[src/rtl/lsu_if.sv]
// rtl/lsu_if.sv - execute-to-LSU request, data-bus and writeback signal bundle
// slave: LSU side; master: pipeline/bus side driving requests and bus responses.
interface lsu_if;
  logic        in_valid;
  logic [31:0] memAddr;
  logic [31:0] memData;
  logic        readWr;
  logic        writeWr;
  logic [3:0]  rmask;
  logic [3:0]  wmask;
  logic        load_signed;
  logic [31:0] regcData;
  logic [4:0]  regcAddr;
  logic        regcWr;
  logic        stall_o;
  logic        dmem_req;
  logic        dmem_we;
  logic [31:0] dmem_addr;
  logic [31:0] dmem_wdata;
  logic [3:0]  dmem_wstrb;
  logic [31:0] dmem_rdata;
  logic        dmem_ack;
  logic        wb_valid;
  logic [31:0] wb_data;
  logic [4:0]  wb_addr;
  logic        wb_wr;
  logic [1:0]  err_o;

  modport slave (
    input  in_valid, memAddr, memData, readWr, writeWr, rmask, wmask, load_signed,
           regcData, regcAddr, regcWr, dmem_rdata, dmem_ack,
    output stall_o, dmem_req, dmem_we, dmem_addr, dmem_wdata, dmem_wstrb,
           wb_valid, wb_data, wb_addr, wb_wr, err_o
  );

  modport master (
    output in_valid, memAddr, memData, readWr, writeWr, rmask, wmask, load_signed,
           regcData, regcAddr, regcWr, dmem_rdata, dmem_ack,
    input  stall_o, dmem_req, dmem_we, dmem_addr, dmem_wdata, dmem_wstrb,
           wb_valid, wb_data, wb_addr, wb_wr, err_o
  );
endinterface

[src/rtl/lsu.sv]
// rtl/lsu.sv - load/store unit: one outstanding data-bus access, registered writeback
// Optional macro LSU_MISALIGN_CHECK_EN traps misaligned half/word accesses (err_o=11).
module lsu (
  input logic  clk,
  input logic  rst,
  lsu_if.slave bus
);
  typedef enum logic {S_IDLE, S_WAIT} state_t;

  localparam logic [1:0] SZ_BYTE = 2'd0;
  localparam logic [1:0] SZ_HALF = 2'd1;
  localparam logic [1:0] SZ_WORD = 2'd2;

  state_t      r_state, w_next;
  logic        r_req, r_we, r_is_load, r_signed, r_regc_wr;
  logic [31:0] r_addr, r_wdata, r_wb_data;
  logic [3:0]  r_wstrb;
  logic [1:0]  r_lo, r_size, r_err;
  logic [7:0]  r_cnt;
  logic        r_wb_valid, r_wb_wr;
  logic [4:0]  r_wb_addr;

  logic        w_mem_op, w_misalign, w_timeout;
  logic [3:0]  w_mask;
  logic [2:0]  w_ones;
  logic [1:0]  w_size;
  logic [31:0] w_store, w_shifted, w_load;

  assign w_mem_op = bus.in_valid && (bus.readWr || bus.writeWr);
  assign w_mask   = bus.readWr ? bus.rmask : bus.wmask;
  assign w_ones   = {2'b00, w_mask[0]} + {2'b00, w_mask[1]} + {2'b00, w_mask[2]} + {2'b00, w_mask[3]};
  // A word mask shifted by a nonzero offset loses lanes, so three or more lanes still means word.
  assign w_size   = (w_ones >= 3'd3) ? SZ_WORD : ((w_ones == 3'd2) ? SZ_HALF : SZ_BYTE);

`ifdef LSU_MISALIGN_CHECK_EN
  assign w_misalign = ((w_size == SZ_HALF) && bus.memAddr[0]) ||
                      ((w_size == SZ_WORD) && (bus.memAddr[1:0] != 2'b00));
`else
  assign w_misalign = 1'b0;
`endif

  // Counter holds WAIT-cycles-minus-one, so this fires on the 255th WAIT cycle.
  assign w_timeout = (r_cnt == 8'd254) && !bus.dmem_ack;

  always_comb begin
    case (w_size)
      SZ_BYTE: w_store = {4{bus.memData[7:0]}};
      SZ_HALF: w_store = {2{bus.memData[15:0]}};
      default: w_store = bus.memData;
    endcase
  end

  assign w_shifted = bus.dmem_rdata >> {r_lo, 3'b000};

  always_comb begin
    case (r_size)
      SZ_BYTE: w_load = {{24{r_signed & w_shifted[7]}}, w_shifted[7:0]};
      SZ_HALF: w_load = {{16{r_signed & w_shifted[15]}}, w_shifted[15:0]};
      default: w_load = bus.dmem_rdata;
    endcase
  end

  always_ff @(posedge clk or negedge rst) begin
    if (!rst) r_state <= S_IDLE;
    else      r_state <= w_next;
  end

  always_comb begin
    w_next      = r_state;
    bus.stall_o = 1'b0;
    case (r_state)
      S_IDLE: begin
        if (w_mem_op) begin
          bus.stall_o = 1'b1;
          if (!w_misalign) w_next = S_WAIT;
        end
      end
      S_WAIT: begin
        bus.stall_o = 1'b1;
        if (bus.dmem_ack || w_timeout) w_next = S_IDLE;
      end
      default: w_next = S_IDLE;
    endcase
  end

  always_ff @(posedge clk or negedge rst) begin
    if (!rst) begin
      r_req      <= 1'b0;
      r_we       <= 1'b0;
      r_addr     <= '0;
      r_wdata    <= '0;
      r_wstrb    <= '0;
      r_lo       <= '0;
      r_size     <= SZ_BYTE;
      r_is_load  <= 1'b0;
      r_signed   <= 1'b0;
      r_regc_wr  <= 1'b0;
      r_cnt      <= '0;
      r_err      <= 2'b00;
      r_wb_valid <= 1'b0;
      r_wb_wr    <= 1'b0;
      r_wb_data  <= '0;
      r_wb_addr  <= '0;
    end else begin
      r_wb_valid <= 1'b0;
      case (r_state)
        S_IDLE: begin
          if (bus.in_valid) begin
            r_wb_addr <= bus.regcAddr;
            if (!w_mem_op) begin
              r_wb_valid <= 1'b1;
              r_wb_data  <= bus.regcData;
              r_wb_wr    <= bus.regcWr;
            end else if (w_misalign) begin
              r_wb_valid <= 1'b1;
              r_wb_data  <= '0;
              r_wb_wr    <= 1'b0;
              r_err      <= r_err | 2'b11;
            end else begin
              r_req     <= 1'b1;
              r_we      <= !bus.readWr;
              r_addr    <= {bus.memAddr[31:2], 2'b00};
              r_wdata   <= w_store;
              r_wstrb   <= bus.readWr ? 4'b0000 : bus.wmask;
              r_lo      <= bus.memAddr[1:0];
              r_size    <= w_size;
              r_is_load <= bus.readWr;
              r_signed  <= bus.load_signed;
              r_regc_wr <= bus.regcWr;
              r_cnt     <= '0;
            end
          end
        end
        S_WAIT: begin
          r_cnt <= r_cnt + 8'd1;
          if (bus.dmem_ack || w_timeout) begin
            r_req      <= 1'b0;
            r_we       <= 1'b0;
            r_wstrb    <= 4'b0000;
            r_wb_valid <= 1'b1;
            r_wb_data  <= (bus.dmem_ack && r_is_load) ? w_load : 32'd0;
            r_wb_wr    <= bus.dmem_ack && r_is_load && r_regc_wr;
            if (!bus.dmem_ack) r_err <= r_err | 2'b01;
          end
        end
        default: ;
      endcase
    end
  end

  assign bus.dmem_req   = r_req;
  assign bus.dmem_we    = r_we;
  assign bus.dmem_addr  = r_addr;
  assign bus.dmem_wdata = r_wdata;
  assign bus.dmem_wstrb = r_wstrb;
  assign bus.wb_valid   = r_wb_valid;
  assign bus.wb_data    = r_wb_data;
  assign bus.wb_addr    = r_wb_addr;
  assign bus.wb_wr      = r_wb_wr;
  assign bus.err_o      = r_err;
endmodule

[src/flat_wrapper.sv]
// flat-port wrapper written by rule: the top's interface ports become plain ports
module lsu_flat 
  (clk, rst, bus_in_valid, bus_memAddr, bus_memData, bus_readWr, bus_writeWr, bus_rmask, bus_wmask, bus_load_signed, bus_regcData, bus_regcAddr, bus_regcWr, bus_dmem_rdata, bus_dmem_ack, bus_stall_o, bus_dmem_req, bus_dmem_we, bus_dmem_addr, bus_dmem_wdata, bus_dmem_wstrb, bus_wb_valid, bus_wb_data, bus_wb_addr, bus_wb_wr, bus_err_o);
  lsu_if bus_i ();
  input logic clk;
  input logic rst;
  input wire logic [$bits(bus_i.in_valid)-1:0] bus_in_valid;
  input wire logic [$bits(bus_i.memAddr)-1:0] bus_memAddr;
  input wire logic [$bits(bus_i.memData)-1:0] bus_memData;
  input wire logic [$bits(bus_i.readWr)-1:0] bus_readWr;
  input wire logic [$bits(bus_i.writeWr)-1:0] bus_writeWr;
  input wire logic [$bits(bus_i.rmask)-1:0] bus_rmask;
  input wire logic [$bits(bus_i.wmask)-1:0] bus_wmask;
  input wire logic [$bits(bus_i.load_signed)-1:0] bus_load_signed;
  input wire logic [$bits(bus_i.regcData)-1:0] bus_regcData;
  input wire logic [$bits(bus_i.regcAddr)-1:0] bus_regcAddr;
  input wire logic [$bits(bus_i.regcWr)-1:0] bus_regcWr;
  input wire logic [$bits(bus_i.dmem_rdata)-1:0] bus_dmem_rdata;
  input wire logic [$bits(bus_i.dmem_ack)-1:0] bus_dmem_ack;
  output wire logic [$bits(bus_i.stall_o)-1:0] bus_stall_o;
  output wire logic [$bits(bus_i.dmem_req)-1:0] bus_dmem_req;
  output wire logic [$bits(bus_i.dmem_we)-1:0] bus_dmem_we;
  output wire logic [$bits(bus_i.dmem_addr)-1:0] bus_dmem_addr;
  output wire logic [$bits(bus_i.dmem_wdata)-1:0] bus_dmem_wdata;
  output wire logic [$bits(bus_i.dmem_wstrb)-1:0] bus_dmem_wstrb;
  output wire logic [$bits(bus_i.wb_valid)-1:0] bus_wb_valid;
  output wire logic [$bits(bus_i.wb_data)-1:0] bus_wb_data;
  output wire logic [$bits(bus_i.wb_addr)-1:0] bus_wb_addr;
  output wire logic [$bits(bus_i.wb_wr)-1:0] bus_wb_wr;
  output wire logic [$bits(bus_i.err_o)-1:0] bus_err_o;
  assign bus_i.in_valid = bus_in_valid;
  assign bus_i.memAddr = bus_memAddr;
  assign bus_i.memData = bus_memData;
  assign bus_i.readWr = bus_readWr;
  assign bus_i.writeWr = bus_writeWr;
  assign bus_i.rmask = bus_rmask;
  assign bus_i.wmask = bus_wmask;
  assign bus_i.load_signed = bus_load_signed;
  assign bus_i.regcData = bus_regcData;
  assign bus_i.regcAddr = bus_regcAddr;
  assign bus_i.regcWr = bus_regcWr;
  assign bus_i.dmem_rdata = bus_dmem_rdata;
  assign bus_i.dmem_ack = bus_dmem_ack;
  assign bus_stall_o = bus_i.stall_o;
  assign bus_dmem_req = bus_i.dmem_req;
  assign bus_dmem_we = bus_i.dmem_we;
  assign bus_dmem_addr = bus_i.dmem_addr;
  assign bus_dmem_wdata = bus_i.dmem_wdata;
  assign bus_dmem_wstrb = bus_i.dmem_wstrb;
  assign bus_wb_valid = bus_i.wb_valid;
  assign bus_wb_data = bus_i.wb_data;
  assign bus_wb_addr = bus_i.wb_addr;
  assign bus_wb_wr = bus_i.wb_wr;
  assign bus_err_o = bus_i.err_o;
  lsu u_core (.clk(clk), .rst(rst), .bus(bus_i));
endmodule
[config.mk]
export PLATFORM = sky130hd
export DESIGN_NAME = lsu_flat
export DESIGN_NICKNAME = d
export VERILOG_FILES = /design/src/rtl/lsu_if.sv /design/src/rtl/lsu.sv /design/src/flat_wrapper.sv
export SDC_FILE = /design/constraint.sdc
export NUM_CORES = 1
export LEC_CHECK = 0
export ABC_AREA = 1
export CAP_MARGIN = 25
export CORE_MARGIN = 10
export CORE_UTILIZATION = 30
export CTS_CLUSTER_SIZE = 28
export DETAILED_ROUTE_END_ITERATION = 10
export PLACE_DENSITY = 0.59
export SLEW_MARGIN = 40
export SYNTH_ARGS = -nofsm -noshare
export SYNTH_HDL_FRONTEND = slang
export SYNTH_SLANG_ARGS = --single-unit
[constraint.sdc]
create_clock -name clk -period 3.76 [get_ports clk]
set_clock_uncertainty 0.1 [all_clocks]
set_input_delay 0.752 -clock clk [delete_from_list [all_inputs] [get_ports clk]]
set_output_delay 0.752 -clock clk [all_outputs]
set_load 0.01 [all_outputs]
; Word-level counts from Yosys, hierarchy flattened
; Index checks and enable logic that the tools add are counted.
[totals]
wordCells = 91
inputBits = 149
out_inout_bits = 112
latch_bits = 0
memories = 0
ram_bits = 0
rom_bits = 0
regBits = 124
[op_classes]
div = 0
n_bitwise = 3
n_mux = 40
order_cmp = 1
n_reduce_logical = 16
n_addsub = 4
n_mul = 0
shift = 1
eq_ne = 9
[ops]
columns = cell, n
row1 = $pmux 32 s2, 3
row2 = $mux 32, 4
row3 = $shr 32x5->16, 1
row4 = $mux 4, 5
row5 = $mux 1, 17
row6 = $mux 8, 2
row7 = $pmux 8 s2, 1
row8 = $pmux 1 s2, 6
row9 = $reduce_and 3->1, 4
row10 = $add 8x1->8 const B, 1
row11 = $eq 8x8->1 const B, 1
row12 = $ne 2x2->1 const B, 4
row13 = $pmux 4 s2, 1
row14 = $add 3x1->3, 2
row15 = $eq 2x1->1 const B, 2
row16 = $logic_and 1x1->1, 4
row17 = $logic_not 2->1, 2
row18 = $reduce_and 2->1, 2
row19 = $eq 3x2->1 const B, 1
row20 = $ge 3x2->1 const B, 1
row21 = $add 1x1->2, 1
row22 = $and 1x1->1, 2
row23 = $logic_not 1->1, 2
row24 = $logic_or 1x1->1, 2
row25 = 3 further kinds, 3

; Longest topological paths before layout
; Gate-level depths: netlist of the first run.
[logic_depth]
depth_word = 9
ltp_mapped = 14
mapped_depth_nobuf = 13

; Least setup slack after synthesis of the first run
; OpenSTA, ideal clock, no wires.
[synth_timing]
path_kind = input -> register
startpoint = input bus_rmask[0]
endpoint = register u_core.r_wdata[16] (netlist: u_core.bus.dmem_wdata[16])
setup_ns = 0.123
stages = 12
path_slack_ns = 0.882
arrival_ns = 2.655
required_time_ns = 3.537
n_path_buf = 1
cell_sequence = nand2_1 -> o21ai_0 -> ha_1 -> inv_1 -> fa_1 -> ha_1 -> inv_1 -> o21ai_1 -> inv_1 -> clkbuf_1 -> o21ai_0 -> nand2_1
[synth_via]
elab_chain_len = 9
elab_cells_between_ends = 11
cone_classes = add/sub (3) / order compare (1) / eq/ne (2) / mux (4) / reduce/logical (1)
[synth_rtl]
columns = item, line_no
row1 = "start, declared", flat_wrapper.sv:12  ; input wire logic [$bits(bus_i.rmask)-1:0] bus_rmask;
row2 = $mux 4 *, lsu.sv:30  ; assign w_mask = bus.readWr ? bus.rmask : bus.wmask;
row3 = $add 1x1->2 *, lsu.sv:31  ; assign w_ones = {2'b00, w_mask[0]} + {2'b00, w_mask[1]} + {2'b00, w_mask[2]} + {2'b00, w_mask[3]};
row4 = $add 3x1->3 * (2 in series), lsu.sv:31
row5 = branches (longest 2 deep; another with $ge 3x2->1), --
row6 = $mux 2 *, lsu.sv:33  ; assign w_size = (w_ones >= 3'd3) ? SZ_WORD : ((w_ones == 3'd2) ? SZ_HALF : SZ_BYTE);
row7 = $eq 2x1->1 / $logic_not 2->1 (equally long branches), lsu.sv:46  ; case (w_size)
row8 = $pmux 32 s2 *, lsu.sv:46
row9 = "end signal, assigned", lsu.sv:123  ; r_wdata <= w_store;
row10 = "end, declared", lsu.sv:16  ; logic [31:0] r_addr, r_wdata, r_wb_data;
; Every way passes the cells marked *.
; A chain may end at the register's enable or synchronous reset.

; Worst setup path in the final report of the first run
[layout_timing]
startpoint = input bus_readWr
endpoint = register u_core.r_wdata[21] (netlist: u_core.bus.dmem_wdata[21])
[layout_via]
elab_chain_len = 9
elab_cells_between_ends = 14
cone_classes = add/sub (3) / order compare (1) / eq/ne (2) / mux (4) / reduce/logical (4)
[layout_rtl]
columns = item, line_no
row1 = "start, declared", flat_wrapper.sv:10  ; input wire logic [$bits(bus_i.readWr)-1:0] bus_readWr;
row2 = branches (longest 9 deep; another with $add 3x1->3), --
; Parallel ways; which one is timed is not known.

==> flow_summary.yaml, run 1 <==
power:
  cellPowerDensity_nw_per_um2: 626
  p_leak_nw: 4.64
  peakVddDrop_v: 0.000288
synthesis:
  synth_area_per_cell_um2: 7.73
  synth_common_cells: "317 x nand2_1, 124 x dfrtp_1, 87 x inv_1, 63 x nand3_1, 55 x o21ai_0"
  yosysTopAreaCell: "dfrtp_1"
  synthArstFlopShare: 1.00
  synth_flop_cell: "dfrtp_1"
  synth_area_leaders: "dfrtp_1 47%, nand2_1 18%, inv_1 5.0%, nand3_1 4.8%, o21ai_0 4.2%"
  yosysWarnings: 0
  synth-edff-count: 0
  yosysMostFrequentCell: "nand2_1"
  synth_area_um2: 6570
  post_synth_num_cell_types: 37
  netlist.area_leader.share: 0.472
  syn_inst: 850
  ys_seq_elements: 124
  ys_seq_area_frac: 0.472
cts:
  clock_latency_ns: 0.43
  ctsResizeCount: 0
  path_clk_slew_ns: 0.06
  clock_sinks: 124
  ctsHtreeMaxLevel: 4
  cts_tree: "yes"
  hold_buffers: 0
  numCtsBuffers: 17
  cts_setup_buffers: 0
  cts_buffer_depth: 2
  cts-root-buf: "clkbuf_16"
global_routing:
  grt_pass1_vias: 6475
  grt_usage: 0.169
  grt_pass1_wl_um: 37900
  overflow: 0
  antenna_found_initial: 2
  grt_start_max_net_pins: 71
worst_setup_path:
  cp.arrival_ns: 3.53
  critPathMaxFanout: 11
  cp.required_ns: 4.02
  cp-end-kind: "flop"
  worstSetupStartpointType: "input port"
  critPathKind: "input port to flop"
finish:
  final_area_um2: 9870
  nets: 1247
  syn2layout_area_growth_pct: 50.2
  layout-drive-gt1-share: 0.0996
  nFillCells: 2133
drt:
  first_pass_iters: 5
  drt_iter0_markers: 414
  drtAntennaViolNets: 0
  routed_wl_um: 24400
  vias: 6387
  drc: 0
  avgViaCountPerCell: 4.61
  wire_per_inst_um: 17.6
flow_run:
  drv_cap: 0
run_status:
  run_status: "finished, final reports clean"
floorplanning:
  coreArea_um2: 21700
  io_pins: 261
  die_area_um2: 28200
  die_y_um: 168
  die_w_um: 168
  start_util: 0.303
  rows: 54
sta:
  setup-tns-final_ns: 0
  relSlewSlack: 0.516
  fin_crit_ns: 3.27
  period_share: 0.870
  holdWs_ns: 0.249
  hold_violations: 0
  fmax_mhz: 306
  rsz0062_at_grt: "no"
  setup_viol: 0
  slew_viol_final: 0
  worst_pin_slew_ns: 0.726
placed_design:
  io_buffers: 257
  hpwlAfterDp_um: 18300
  place.gp.congestion: 0.823
  post_dp_cell_area_um2: 9330
hold_path:
  hp-class: "input port to asynchronous set/reset pin"
[layout make-up]
type / instances / area [µm²] / area share
clock buffers: 17 / 425 / 0.0431
repair buffers: 267 / 2690 / 0.272
clock inverters: 14 / 114 / 0.0115
multi-input cells: 590 / 2840 / 0.288
flip-flops and latches: 124 / 3100 / 0.314
inverters: 92 / 345 / 0.0350
well taps: 280 / 350 / 0.0355
diodes: 1 / 2.50 / 0.000254
[flip-flops by register name (all words and copies together), names as in the netlist, 2 cells and up]
name and cells:
u_core.r_lo 2, u_core.bus.dmem_wdata 32, u_core.bus.wb_addr 5, u_core.bus.dmem_addr 30, u_core.bus.dmem_wstrb 4, u_core.bus.wb_data 32
u_core.r_size 2, u_core.r_cnt 8
[worst paths after layout]
check	from	end	slack [ns]	cells after the start
setup / recovery	bus_readWr	u_core.bus.dmem_wdata[21]$_DFFE_PN0P_	0.49	13
hold / removal	rst	u_core.bus.wb_data[11]$_DFFE_PN0P_	0.25	1
setup reg to reg	u_core.r_lo[0]$_DFFE_PN0P_	u_core.bus.wb_data[31]$_DFFE_PN0P_	1.41	9
hold reg to reg	u_core.bus.dmem_wdata[4]$_DFFE_PN0P_	u_core.bus.dmem_wdata[4]$_DFFE_PN0P_	0.37	2
max in group asynchronous	rst	u_core.r_size[1]$_DFFE_PN0P_	2.51	2
min in group clk	u_core.bus.dmem_wdata[4]$_DFFE_PN0P_	u_core.bus.dmem_wdata[4]$_DFFE_PN0P_	0.37	2
[logic make-up after synthesis]
kind of cell / Yosys count / synth area share
other cells: 1 / 0.000571
flops: 124 / 0.472
simple gates: 444 / 0.283
compound gates: 132 / 0.126
fa+ha+maj: 6 / 0.0126
mux: 5 / 0.00857
buf+inv: 138 / 0.0973
[where the power goes]
part	switching (mW)	internal [mW]	leakage [nW]
Combinational	1.27	1.24	2.87
Sequential	0.353	1.78	1.52
Clock	0.684	0.850	0.247
[through the flow]
stage	util	instances	worst slack (ns)	total power [mW]
3_5_place_dp	0.430	1353	0.0713	4.69
4_1_cts	0.455	1384	0.510	6.27
6_report	0.455	1385	0.490	6.17
2_1_floorplan	-	852	0.882	3.34
5_1_grt	0.455	1384	0.207	6.59
3_3_place_gp	0.430	1353	0.122	4.68
[layout by cell type (no fill, tap or decap), drive strengths merged, types with 4 or more instances in the layout]
master,instances
clkbuf,17
a21oi,52
clkdlybuf4s50,256
dfrtp,124
o211ai,8
nand3,67
inv,96
mux2,5
buf,11
nor2,45
clkinvlp,6
a31oi,7
clkinv,4
nand2,329
ha,5
o21ai,58
[metal layers]
layer / wire, µm / track usage / vias to the layer above / part of all wire
li1: - / - / 3160 / -
met1: 10300 / 0.210 / 2951 / 0.42
met2: 10800 / 0.254 / 262 / 0.44
met3: 3150 / 0.0889 / 12 / 0.13
met4: 123 / 0.0356 / 2 / 0.0050
met5: 13 / 0 / - / 0.00053
[worst max-delay path: stages]
cell and delay [ns]:
clkdlybuf4s50_1 0.62, o21ai_0 0.16, ha_1 0.29, inv_1 0.05, fa_1 0.41, ha_1 0.31
inv_1 0.04, o21ai_1 0.24, nand2_1 0.24, buf_12 0.21, nand2_1 0.06, o21ai_0 0.08
nand2_1 0.08
(Power assumes the default switching activity.)
==> run 2: changes to the inputs <==
CORE_UTILIZATION = 24   (was 30)
GPL_TIMING_DRIVEN = 1   (was unset)
PLACE_DENSITY = 0.49   (was 0.59)
==> run 2 against run 1 <==
- die area increased by 22%
- non-clock buffer count increased by 2
- final cell count increased by 4.7%
- worst hold slack improved by 0.020 ns
- maximum frequency decreased by 0.84%
- critical path depth decreased by 2
- global-route usage decreased by 1.9 points
- register-to-register slack improved by 0.03 ns
- highest routed layer is now met4
- clock power increased by 9.8%
- sequential power about the same
- largest power group unchanged
==> flow_summary.yaml, run 2 (same netlist as run 1, synthesis figures left out) <==
cts:
  cts_tree: "yes"
  path_clk_slew_ns: 0.07
  numCtsBuffers: 17
  ctsHtreeMaxLevel: 4
  cts-root-buf: "clkbuf_16"
  clock_latency_ns: 0.42
  hold_buffers: 0
  clock_sinks: 124
  ctsResizeCount: 0
  cts_setup_buffers: 0
  cts_buffer_depth: 2
floorplanning:
  start_util: 0.244
  die_w_um: 185
  die_area_um2: 34400
  rows: 60
  io_pins: 261
  die_y_um: 185
  coreArea_um2: 27000
worst_setup_path:
  cp.arrival_ns: 3.50
  critPathMaxFanout: 14
  r2r-end: "u_core.bus.wb_data[18]$_DFFE_PN0P_"
  worstSetupStartpointType: "input port"
  cp.required_ns: 3.96
  cpLargestDelayFamily: "adder cells"
  r2r_cells: 9
  r2r_slack_ns: 1.44
  critPathMaxStageDelay_ns: 0.60
  r2r_start: "u_core.r_lo[0]$_DFFE_PN0P_"
  critPathKind: "input port to flop"
  critPathBufInv: 4
  crit_path_cell_trace: "clkdlybuf4s50_1 > o21ai_0 > ha_1 > inv_1 > fa_1 > ha_1 > inv_1 > o21ai_1 > inv_1 > o21ai_0 > nand2_1"
  slowest_stage: "clkdlybuf4s50_1"
  crit_top_cell: "inv_1"
  cp-end-kind: "flop"
placed_design:
  hpwlAfterDp_um: 19300
  place.gp.congestion: 0.818
  post_dp_cell_area_um2: 9420
  io_buffers: 257
  post-place-ws_ns: 0.0110
power:
  cellPowerDensity_nw_per_um2: 632
  p_leak_nw: 4.68
  peakVddDrop_v: 0.000289
global_routing:
  grt_start_max_net_pins: 78
  grt_usage: 0.149
  antenna_found_initial: 3
  overflow: 0
  grt_pass1_vias: 6573
  grt_pass1_wl_um: 39500
finish:
  final_area_um2: 10000
  final_cell_mix: "317 x nand2_1, 256 x clkdlybuf4s50_1, 123 x dfrtp_1, 87 x inv_1, 63 x nand3_1"
  final_common_cell: "nand2_1"
  layout-drive-gt1-share: 0.102
  syn2layout_area_growth_pct: 52.4
  nets: 1249
sta:
  rsz0062_at_grt: "no"
  setup-tns-final_ns: 0
  worst_pin_slew_ns: 0.733
  slew_viol_final: 0
  fin_ws_ns: 0.462
  hold_violations: 0
  period_share: 0.877
  fmax_mhz: 303
  fin_crit_ns: 3.30
  setup_viol: 0
  relSlewSlack: 0.511
  holdWs_ns: 0.269
drt:
  vias: 6294
  routed_wl_um: 25800
  drt_iter0_markers: 317
  drc: 0
  wire_per_inst_um: 17.8
  first_pass_iters: 5
  avgViaCountPerCell: 4.34
  drtAntennaViolNets: 0
flow_run:
  drv_cap: 0
hold_path:
  hp-class: "input port to asynchronous set/reset pin"
run_status:
  run_status: "finished, final reports clean"
-- run 2: per-layer routing --
layer | wire, µm | global-route usage
met4 | 290 | 0.0354
met1 | 11300 | 0.187
met5 | 0 | 0
met3 | 3160 | 0.0758
met2 | 11100 | 0.223
-- run 2: how the worst max path moves through the flow --
stage                            start  cells after the start  slack (ns)                                     to
after floorplan           bus_rmask[0]                     12        0.88  u_core.bus.dmem_wdata[16]$_DFFE_PN0P_
after global placement      bus_readWr                     11        0.07  u_core.bus.dmem_wdata[21]$_DFFE_PN0P_
after detailed placement    bus_readWr                     11        0.01  u_core.bus.dmem_wdata[10]$_DFFE_PN0P_
after CTS                   bus_readWr                     11        0.46  u_core.bus.dmem_wdata[17]$_DFFE_PN0P_
after global routing        bus_readWr                     11        0.12  u_core.bus.dmem_wdata[17]$_DFFE_PN0P_
final                       bus_readWr                     11        0.46  u_core.bus.dmem_wdata[17]$_DFFE_PN0P_
-- run 2: worst reg2reg max path: cells and delay by family (launching register included) --
kind | cells | cell delay, ns
AO/OA/AOI/OAI | 1 | 0.06
buffers and inverters | 2 | 0.41
flip-flops | 1 | 0.82
AND/OR/NAND/NOR | 6 | 0.84
-- run 2: layout make-up --
cell class | count | area (µm²)
fill | 2821 | 16900
sequential | 124 | 3100
multi-input combinational | 590 | 2840
timing repair buffer | 269 | 2700
clock buffer | 18 | 439
tap | 341 | 427
inverter | 92 | 345
clock inverter | 14 | 148
antenna | 2 | 5.00
-- run 2: per-stage QoR --
| stage | cells | total power [mW] | utilization |
|---|---|---|---|
| after global routing | 1448 | 6.79 | 0.371 |
| final | 1450 | 6.33 | 0.372 |
| after detailed placement | 1416 | 4.72 | 0.350 |
| after global placement | 1416 | 4.72 | 0.349 |
| after floorplan | 852 | 3.34 | - |
| after CTS | 1448 | 6.45 | 0.371 |
-- run 2: power breakdown --
part | leakage, nW | internal [mW] | switching [mW]
combinational | 2.88 | 1.25 | 1.28
clock | 0.280 | 0.954 | 0.722
sequential | 1.52 | 1.78 | 0.354
total | 4.68 | 3.98 | 2.35
==> run 3: changes to the inputs <==
CAP_MARGIN = unset   (was 25)
PLACE_DENSITY = 0.53   (was 0.49)
==> run 3 against run 2 <==
- die area unchanged
- sequential cell count unchanged
- final cell count decreased by 0.21%
- core utilization increased by 0.13 points
- via count increased by 1.4%
- first-iteration DRC count increased by 31%
- sequential share of layout area decreased by 0.11 points
- highest routed layer is now met5
==> flow_summary.yaml, run 3 (same netlist as run 1, synthesis figures left out) <==
cts:
  path_clk_slew_ns: 0.06
  cts_setup_buffers: 0
  cts_buffer_depth: 2
  clock_sinks: 124
  cts-root-buf: "clkbuf_16"
  hold_buffers: 0
  cts_tree: "yes"
  ctsHtreeMaxLevel: 4
  ctsResizeCount: 0
  numCtsBuffers: 17
  clock_latency_ns: 0.41
worst_setup_path:
  r2r_slack_ns: 1.45
  critPathMaxFanout: 14
  worstSetupStartpointType: "input port"
  critPathBufInv: 4
  cp-end-kind: "flop"
  crit_top_cell: "inv_1"
  critPathMaxStageDelay_ns: 0.59
  slowest_stage: "clkdlybuf4s50_1"
  cp.required_ns: 3.94
  crit_path_cell_trace: "clkdlybuf4s50_1 > o21ai_0 > ha_1 > inv_1 > fa_1 > ha_1 > inv_1 > o21ai_1 > inv_1 > nand3_1 > o211ai_1"
  cpLargestDelayFamily: "adder cells"
  cp.arrival_ns: 3.43
  critPathKind: "input port to flop"
placed_design:
  placed_cells: 1415
  place.gp.congestion: 0.862
  post_dp_cell_area_um2: 9410
  io_buffers: 257
  hpwlAfterDp_um: 18900
power:
  p_seq_frac: 0.330
  power.total_mw: 6.46
  internal_power_mw: 4.15
  cellPowerDensity_nw_per_um2: 643
  peakVddDrop_v: 0.000282
  p_switching_mw: 2.31
  pwr-share-comb: 0.391
  p_leak_nw: 4.70
  power_frac_clock: 0.279
  switching_share: 0.358
floorplanning:
  io_pins: 261
  die_w_um: 185
  rows: 60
  start_util: 0.244
  die_y_um: 185
  coreArea_um2: 27000
  die_area_um2: 34400
finish:
  final_cell_mix: "317 x nand2_1, 256 x clkdlybuf4s50_1, 123 x dfrtp_1, 87 x inv_1, 63 x nand3_1"
  syn2layout_area_growth_pct: 52.9
  nets: 1248
  multi_input_area_um2: 2840
  diodes: 0
  nFillCells: 2763
  seq_area_um2: 3100
  final_common_cell: "nand2_1"
  layout-drive-gt1-share: 0.100
  final_area_um2: 10000
  final_cells: 1447
global_routing:
  grt_usage: 0.145
  grt_start_max_net_pins: 76
  antenna_found_initial: 2
  overflow: 0
  grt_pass1_vias: 6380
  grt_pass1_wl_um: 38400
sta:
  setup-tns-final_ns: 0
  rsz0062_at_grt: "no"
  setup_viol: 0
  fin_crit_ns: 3.25
  hold_violations: 0
  relSlewSlack: 0.433
  period_share: 0.864
  worst_pin_slew_ns: 0.842
  fmax_mhz: 308
  slew_viol_final: 0
drt:
  first_pass_iters: 5
  drc: 0
  drt_iter0_markers: 415
  vias: 6383
  avgViaCountPerCell: 4.41
  wire_per_inst_um: 17.5
  routed_wl_um: 25300
  drtAntennaViolNets: 0
hold_path:
  hp-class: "input port to asynchronous set/reset pin"
flow_run:
  drv_cap: 0
run_status:
  run_status: "finished, final reports clean"
==> run 3: final cells by class <==
| class | instances | area share |
|---|---|---|
| timing repair buffer | 268 | 0.268 |
| clock buffer | 18 | 0.0427 |
| tap | 341 | 0.0425 |
| inverter | 92 | 0.0344 |
| clock inverter | 14 | 0.0204 |
| multi-input combinational | 590 | 0.283 |
| sequential | 124 | 0.309 |
==> run 3: per-layer routing <==
| metal | track usage | wire length (µm) | vias to the layer above |
|---|---|---|---|
| li1 | - | - | 3162 |
| met1 | 0.183 | 11100 | 2968 |
| met2 | 0.224 | 11300 | 238 |
| met3 | 0.0678 | 2810 | 11 |
| met4 | 0.0254 | 92 | 4 |
| met5 | 0 | 27 | - |
==> run 3: power groups by stage <==
stage	combinational, mW	sequential [mW]	clock, mW
after floorplan	1.12	2.23	0
after global placement	2.57	2.14	0
after detailed placement	2.57	2.14	0
after CTS	2.58	2.13	1.86
after global routing	2.79	2.19	1.91
final	2.53	2.13	1.80
==> run 3: through the flow <==
| step | worst slack [ns] | util | hold WS [ns] |
|---|---|---|---|
| CTS | 0.475 | 0.373 | 0.315 |
| detailed placement | 0.0631 | 0.349 | 0.357 |
| finish | 0.513 | 0.373 | 0.241 |
| floorplan | 0.882 | - | 0.340 |
| global route | 0.262 | 0.373 | 0.271 |
| global placement | 0.143 | 0.349 | 0.352 |
==> run 3: worst paths after layout <==
check,from,end,cells after the start
hold reg to reg,u_core.bus.dmem_addr[30]$_DFFE_PN0P_,u_core.bus.dmem_addr[30]$_DFFE_PN0P_,2
min in group clk,u_core.bus.dmem_addr[30]$_DFFE_PN0P_,u_core.bus.dmem_addr[30]$_DFFE_PN0P_,2
setup / recovery,bus_readWr,u_core.bus.dmem_wdata[12]$_DFFE_PN0P_,11
hold / removal,rst,u_core.bus.wb_data[4]$_DFFE_PN0P_,1
setup reg to reg,u_core.r_lo[0]$_DFFE_PN0P_,u_core.bus.wb_data[17]$_DFFE_PN0P_,9
max in group asynchronous,rst,u_core.bus.dmem_wdata[14]$_DFFE_PN0P_,2
